`config.mk`:
```
export PLATFORM = sky130hd
export DESIGN_NAME = shift_stage_buffer
export DESIGN_NICKNAME = d
export VERILOG_FILES = /design/src/rtl/shift_stage_buffer.sv
export SDC_FILE = /design/constraint.sdc
export NUM_CORES = 1
export LEC_CHECK = 0
export ABC_AREA = 1
export BUFFER_PORTS_ARGS = -buffer_cell sky130_fd_sc_hd__buf_2
export CORE_MARGIN = 4
export CORE_UTILIZATION = 25
export CTS_BUF_LIST = sky130_fd_sc_hd__clkbuf_4
export CTS_CLUSTER_DIAMETER = 200
export DETAILED_ROUTE_END_ITERATION = 10
export GPL_TIMING_DRIVEN = 0
export SYNTH_ARGS = -nofsm -noshare
export SYNTH_HDL_FRONTEND = slang
export SYNTH_SLANG_ARGS = --single-unit
```
`constraint.sdc`:
```
create_clock -name iCLOCK -period 8.28 [get_ports iCLOCK]
set_clock_uncertainty 0.05 [all_clocks]
set_input_delay 1.242 -clock iCLOCK [delete_from_list [all_inputs] [get_ports iCLOCK]]
set_output_delay 1.242 -clock iCLOCK [all_outputs]
set_load 0.03 [all_outputs]
```
`src/rtl/shift_stage_buffer.sv`:
```
// Execution-stage shifter wrapper. Each accepted command is shifted combinationally,
// and its result, destination and flags go into a small in-order FIFO that feeds
// writeback. The architectural flag register is updated when a flag-writing entry
// leaves the FIFO.
module shift_stage_buffer #(
  parameter int unsigned DEPTH  = 2,
  parameter int unsigned DEST_W = 5
) (
  input  logic              iCLOCK,
  input  logic              iRESET_SYNC,
  input  logic              iFLUSH,
  input  logic              iPREVIOUS_VALID,
  output logic              oPREVIOUS_LOCK,
  input  logic [2:0]        iPREVIOUS_CMD,
  input  logic [31:0]       iPREVIOUS_DATA_0,
  input  logic [31:0]       iPREVIOUS_DATA_1,
  input  logic [DEST_W-1:0] iPREVIOUS_DESTINATION,
  input  logic              iPREVIOUS_FLAG_WRITE,
  output logic              oNEXT_VALID,
  input  logic              iNEXT_LOCK,
  output logic [31:0]       oNEXT_DATA,
  output logic [DEST_W-1:0] oNEXT_DESTINATION,
  output logic [4:0]        oNEXT_FLAGS,
  output logic              oNEXT_FLAG_WRITE,
  output logic [4:0]        oFLAGS_COMMIT,
  output logic [3:0]        oCOUNT
);

  localparam int unsigned     PtrW      = $clog2(DEPTH);
  localparam logic [PtrW-1:0] LastPtr   = PtrW'(DEPTH - 1);
  localparam logic [3:0]      FullCount = 4'(DEPTH);

  // FIFO storage, indexed by the wrapping pointers.
  logic [31:0]       data_q  [DEPTH];
  logic [DEST_W-1:0] dest_q  [DEPTH];
  logic [4:0]        flags_q [DEPTH];
  logic              fw_q    [DEPTH];

  logic [PtrW-1:0] wr_ptr_q, rd_ptr_q;
  logic [3:0]      count_q, count_d;
  logic [4:0]      flags_commit_q;

  logic full, not_empty, push, pop;

  // Shifter signals
  logic [5:0]        amt;
  logic [4:0]        rot;
  logic [32:0]       sll_w, srl_w;
  logic signed [32:0] sra_w;
  logic [31:0]       rol_res, ror_res;
  logic [31:0]       sh_res;
  logic              sh_cf;
  logic [4:0]        sh_flags;

  // Only the low six bits of the amount operand are meaningful.
  logic unused_amt_bits;
  assign unused_amt_bits = ^iPREVIOUS_DATA_1[31:6];

  function automatic logic [PtrW-1:0] ptr_inc(input logic [PtrW-1:0] p);
    return (p == LastPtr) ? '0 : p + PtrW'(1);
  endfunction

  assign full      = (count_q == FullCount);
  assign not_empty = (count_q != 4'd0);
  // A full FIFO refuses pushes even when it pops in the same cycle (no bypass).
  assign push      = iPREVIOUS_VALID & ~full & ~iFLUSH;
  assign pop       = not_empty & ~iNEXT_LOCK & ~iFLUSH;

  // Combinational shifter. One guard bit beside the operand catches the carry-out,
  // which also gives the right CF for amounts of 0, 32 and above 32.
  always_comb begin
    amt     = iPREVIOUS_DATA_1[5:0];
    rot     = amt[4:0];
    sll_w   = {1'b0, iPREVIOUS_DATA_0} << amt;
    srl_w   = {iPREVIOUS_DATA_0, 1'b0} >> amt;
    sra_w   = $signed({iPREVIOUS_DATA_0, 1'b0}) >>> amt;
    rol_res = (iPREVIOUS_DATA_0 << rot) | (iPREVIOUS_DATA_0 >> (6'd32 - {1'b0, rot}));
    ror_res = (iPREVIOUS_DATA_0 >> rot) | (iPREVIOUS_DATA_0 << (6'd32 - {1'b0, rot}));
    sh_res  = iPREVIOUS_DATA_0;
    sh_cf   = 1'b0;
    case (iPREVIOUS_CMD)
      3'd1: begin sh_res = sll_w[31:0];  sh_cf = sll_w[32]; end
      3'd2: begin sh_res = srl_w[32:1];  sh_cf = srl_w[0];  end
      3'd3: begin sh_res = sra_w[32:1];  sh_cf = sra_w[0];  end
      3'd4: begin sh_res = rol_res;      sh_cf = sll_w[32]; end
      3'd5: begin sh_res = ror_res;      sh_cf = srl_w[0];  end
      default: ;
    endcase
    sh_flags = {sh_res[31], 1'b0, sh_cf, sh_res[0], (sh_res == 32'd0)};
  end

  // Occupancy next state
  always_comb begin
    count_d = count_q;
    case ({push, pop})
      2'b10:   count_d = count_q + 4'd1;
      2'b01:   count_d = count_q - 4'd1;
      default: count_d = count_q;
    endcase
  end

  // Pointers, occupancy and architectural flags
  always_ff @(posedge iCLOCK) begin
    if (iRESET_SYNC) begin
      wr_ptr_q       <= '0;
      rd_ptr_q       <= '0;
      count_q        <= 4'd0;
      flags_commit_q <= 5'd0;
    end else if (iFLUSH) begin
      // Flush drops queued work but keeps the committed flags.
      wr_ptr_q <= '0;
      rd_ptr_q <= '0;
      count_q  <= 4'd0;
    end else begin
      if (push) begin
        wr_ptr_q <= ptr_inc(wr_ptr_q);
      end
      if (pop) begin
        rd_ptr_q <= ptr_inc(rd_ptr_q);
        if (fw_q[rd_ptr_q]) begin
          flags_commit_q <= flags_q[rd_ptr_q];
        end
      end
      count_q <= count_d;
    end
  end

  // Entry storage write on push
  always_ff @(posedge iCLOCK) begin
    if (push && !iRESET_SYNC) begin
      data_q[wr_ptr_q]  <= sh_res;
      dest_q[wr_ptr_q]  <= iPREVIOUS_DESTINATION;
      flags_q[wr_ptr_q] <= sh_flags;
      fw_q[wr_ptr_q]    <= iPREVIOUS_FLAG_WRITE;
    end
  end

  // Head outputs are forced to zero while empty so stale slots never leak out.
  assign oPREVIOUS_LOCK    = full;
  assign oNEXT_VALID       = not_empty;
  assign oNEXT_DATA        = not_empty ? data_q[rd_ptr_q]  : '0;
  assign oNEXT_DESTINATION = not_empty ? dest_q[rd_ptr_q]  : '0;
  assign oNEXT_FLAGS       = not_empty ? flags_q[rd_ptr_q] : '0;
  assign oNEXT_FLAG_WRITE  = not_empty ? fw_q[rd_ptr_q]    : 1'b0;
  assign oFLAGS_COMMIT     = flags_commit_q;
  assign oCOUNT            = count_q;

endmodule

```
==> impl_metrics.json <==
{
  "io_buffer_count": 101,
  "dieArea_sq_mm": 0.0514,
  "run_status": "completed",
  "grt_max_degree": 18,
  "ys_ff_latch": 91,
  "chipHeight_microns": 227,
  "crit_path_top_delay_cell": "clkbuf_1",
  "internal_power_mw": 0.861,
  "cts_tree": "yes",
  "syn_inst": 2059,
  "die_x_microns": 227,
  "drt-pass1-iter-count": 8,
  "critical-path-max-stage-delay_ns": 0.59,
  "avgSynthCellArea_sq_um": 5.80,
  "numCtsBuffers": 9,
  "netlist_area_sq_mm": 0.0119,
  "path_max_fanout": 10,
  "track_usage_pct": 33.6,
  "p_seq_share_pct": 28.9,
  "post-cts-setup-buffers": 0,
  "insertion_delay_ns": 0.45,
  "finish.utilization_pct": 28.7,
  "combPwrFrac_pct": 56.8,
  "setup_viol": 0,
  "ys.warnings.count": 0,
  "drive_gt1_share_pct": 14.8,
  "power.switching_mw": 0.951,
  "cp-start-kind": "primary input",
  "synthDistinctLibCells": 44,
  "rsz0062_at_grt": "false",
  "clockBufferDepth": 2,
  "place_congestion": 1.07,
  "viasPerCell": 5.89,
  "via_count": 16400,
  "ant_nets": 0,
  "hold_path_class": "reg2reg",
  "hpwlAfterDp_microns": 73800,
  "antenna_found_initial": 4,
  "maxCapViolCount": 0,
  "drt_iter0_drc": 2498,
  "finalHoldViolCount": 0,
  "grt_pass1_vias": 15400,
  "cts_sinks": 91,
  "async_reset_ff_share_pct": 0,
  "root_buffer": "clkbuf_4",
  "ioPinCount": 132,
  "gr-total-overflow": 0,
  "power_frac_clock_pct": 14.3,
  "drv_slew": 0,
  "r2r_slack_ns": 5.41,
  "drc_errors": 0,
  "worst_ep_arrival_time_ns": 5.16,
  "ir_drop_v": 0.0000744,
  "synth_ff_type": "edfxtp_1",
  "grt_pass1_wl_microns": 122000,
  "fp-row-count": 79,
  "h-tree-depth": 3,
  "required_ns": 8.53,
  "cts_resized": 0,
  "synth_edf_count": 80,
  "crit_type": "in2reg",
  "power_density_mw_per_mm2": 135,
  "initial_core_util_pct": 25.5,
  "path_clk_slew_ns": 0.16,
  "worst_setup_path_end_kind": "register",
  "slew_headroom_pct": 36.6,
  "finalCritPeriodShare_pct": 59.3,
  "postCtsHoldBufs": 0,
  "wl_per_cell_microns": 31.9,
  "routed_wl_microns": 89200,
  "fin_setup_tns_ns": 0,
  "cp_cell_sequence": "buf_2 -> inv_2 -> buf_4 -> buf_2 -> ha_1 -> inv_2 -> clkbuf_1 -> nand3_1 -> nand3_1 -> a21oi_1 -> o21ai_0 -> nand3b_1 -> nand2_1 -> a21oi_1 -> nor2_1 -> nand2_1 -> nor2_1 -> nand2_1 -> nor2_1",
  "leakage_nw": 6.51,
  "syn2layout_area_growth_pct": 12.5,
  "fin_nets": 2261,
  "layout_min_cycle_time_ns": 4.91,
  "fillers": 5519,
  "total_power_mw": 1.81,
  "max_freq_mhz": 204,
  "synth-seq-area-share_pct": 21.9,
  "power.share.switching_pct": 52.5,
  "core_sq_mm": 0.0469,
  "worst_slew_pin_slew_ns": 0.951
}
-- cell usage in the layout, fill, tap and decap left out, types with 5 or more instances in the layout --
cell | Yosys | layout
a21oi_1 | 51 | 51
buf_1 | 22 | 22
buf_2 | 49 | 150
buf_4 | 16 | 16
buf_6 | 11 | 17
clkbuf_1 | 34 | 34
clkbuf_4 | 0 | 9
dfxtp_1 | 11 | 11
edfxtp_1 | 80 | 80
inv_1 | 112 | 112
inv_2 | 14 | 14
mux2_2 | 40 | 40
nand2_1 | 602 | 602
nand2_2 | 33 | 33
nand3_1 | 722 | 722
nand3_2 | 5 | 5
nand4_1 | 17 | 17
nor2_1 | 126 | 126
nor2_2 | 7 | 7
nor3_1 | 7 | 5
o211ai_1 | 12 | 12
o21ai_0 | 25 | 25
o21ai_1 | 9 | 9
or2_2 | 18 | 18
-- cell families after synthesis --
| group | count (synthesis) | share of synthesized area [%] |
|---|---|---|
| and+or+nand+nor | 1550 | 58.6 |
| buffers and inverters | 263 | 10.0 |
| AOI/OAI and AO/OA | 106 | 4.88 |
| DFF | 91 | 21.9 |
| muxes | 40 | 3.77 |
| adders and majority gates | 5 | 0.586 |
| xor gates and xnor gates | 3 | 0.220 |
| other | 1 | 0.0314 |
-- critical path, delay by kind of cell --
| family | cells | cell delay (ns) |
|---|---|---|
| simple gates | 9 | 1.43 |
| fa+ha+maj | 1 | 0.35 |
| buf+inv | 6 | 1.43 |
| compound gates | 3 | 0.70 |
-- synthesized netlist by cell type (5+ instances only) --
master	n	area share, %
nand3_1	722	30
mux2_2	40	3.8
dfxtp_1	11	1.8
nand4_1	17	0.89
a21oi_1	51	2.1
nor2_2	7	0.37
buf_1	22	0.69
nor3_1	7	0.29
o21ai_0	25	1.0
clkbuf_1	34	1.1
buf_4	16	1.0
nor2_1	126	4.0
buf_6	11	1.0
edfxtp_1	80	20
o21ai_1	9	0.38
inv_2	14	0.44
buf_2	49	2.1
nand3_2	5	0.42
nand2_2	33	1.7
o211ai_1	12	0.75
inv_1	112	3.5
or2_2	18	0.94
nand2_1	602	19
-- state kept, by name (all words and copies together), names as in the netlist, named ones only --
name / count
wr_ptr_q: 1
rd_ptr_q: 1
dest_q: 10
oCOUNT: 4
oFLAGS_COMMIT: 4
flags_q: 4
fw_q: 2
data_q: 64
-- metrics by stage --
| step | hold WS, ns | cell area, sq um | std cells | worst slack [ns] |
|---|---|---|---|---|
| 2_1_floorplan | 0.410 | 12000 | 2060 | 3.44 |
| 3_3_place_gp | 0.400 | 13200 | 2768 | 1.61 |
| 3_5_place_dp | 0.405 | 13300 | 2774 | 2.94 |
| 4_1_cts | 0.427 | 13400 | 2790 | 3.43 |
| 5_1_grt | 0.448 | 13400 | 2790 | 3.21 |
| 6_report | 0.425 | 13400 | 2791 | 3.37 |
-- path summary, 6_finish.rpt --
| check | start | end | cells past startpoint |
|---|---|---|---|
| setup / recovery | iPREVIOUS_DATA_1[1] | flags_q[0][0] | 19 |
| hold / removal | oFLAGS_COMMIT[0] | oFLAGS_COMMIT[0] | 2 |
| setup reg to reg | oCOUNT[2] | oCOUNT[3] | 12 |
| hold reg to reg | oFLAGS_COMMIT[0] | oFLAGS_COMMIT[0] | 2 |
-- layer usage --
layer,global-route usage [%],part of all wire [%],vias up
met2,51.9,43,1111
met1,44.5,41,7878
met5,0,0.030,-
met3,6.75,9.5,226
li1,-,-,7230
met4,17.7,6.7,4
-- power groups by stage --
stage                     registers [mW]  clock network, mW  logic (mW)
after floorplan                    0.535                  0       0.568
after global placement             0.534                  0       0.998
after detailed placement           0.534                  0       0.988
after CTS                          0.523              0.268       0.992
after global routing               0.524              0.281        1.08
final                              0.523              0.260        1.03
-- layout make-up --
| cell class | count | area [sq um] | share of cell area, % |
|---|---|---|---|
| multi-input cells | 1706 | 8140 | 60.6 |
| repair buffers | 107 | 573 | 4.26 |
| diodes | 1 | 2.50 | 0.0186 |
| plain buffers | 132 | 699 | 5.20 |
| inverters | 131 | 497 | 3.69 |
| clock inverters | 7 | 81.3 | 0.605 |
| flip-flops and latches | 91 | 2620 | 19.5 |
| clock buffers | 9 | 67.6 | 0.502 |
| well taps | 607 | 759 | 5.65 |
Power figures use the tool's default switching activity.
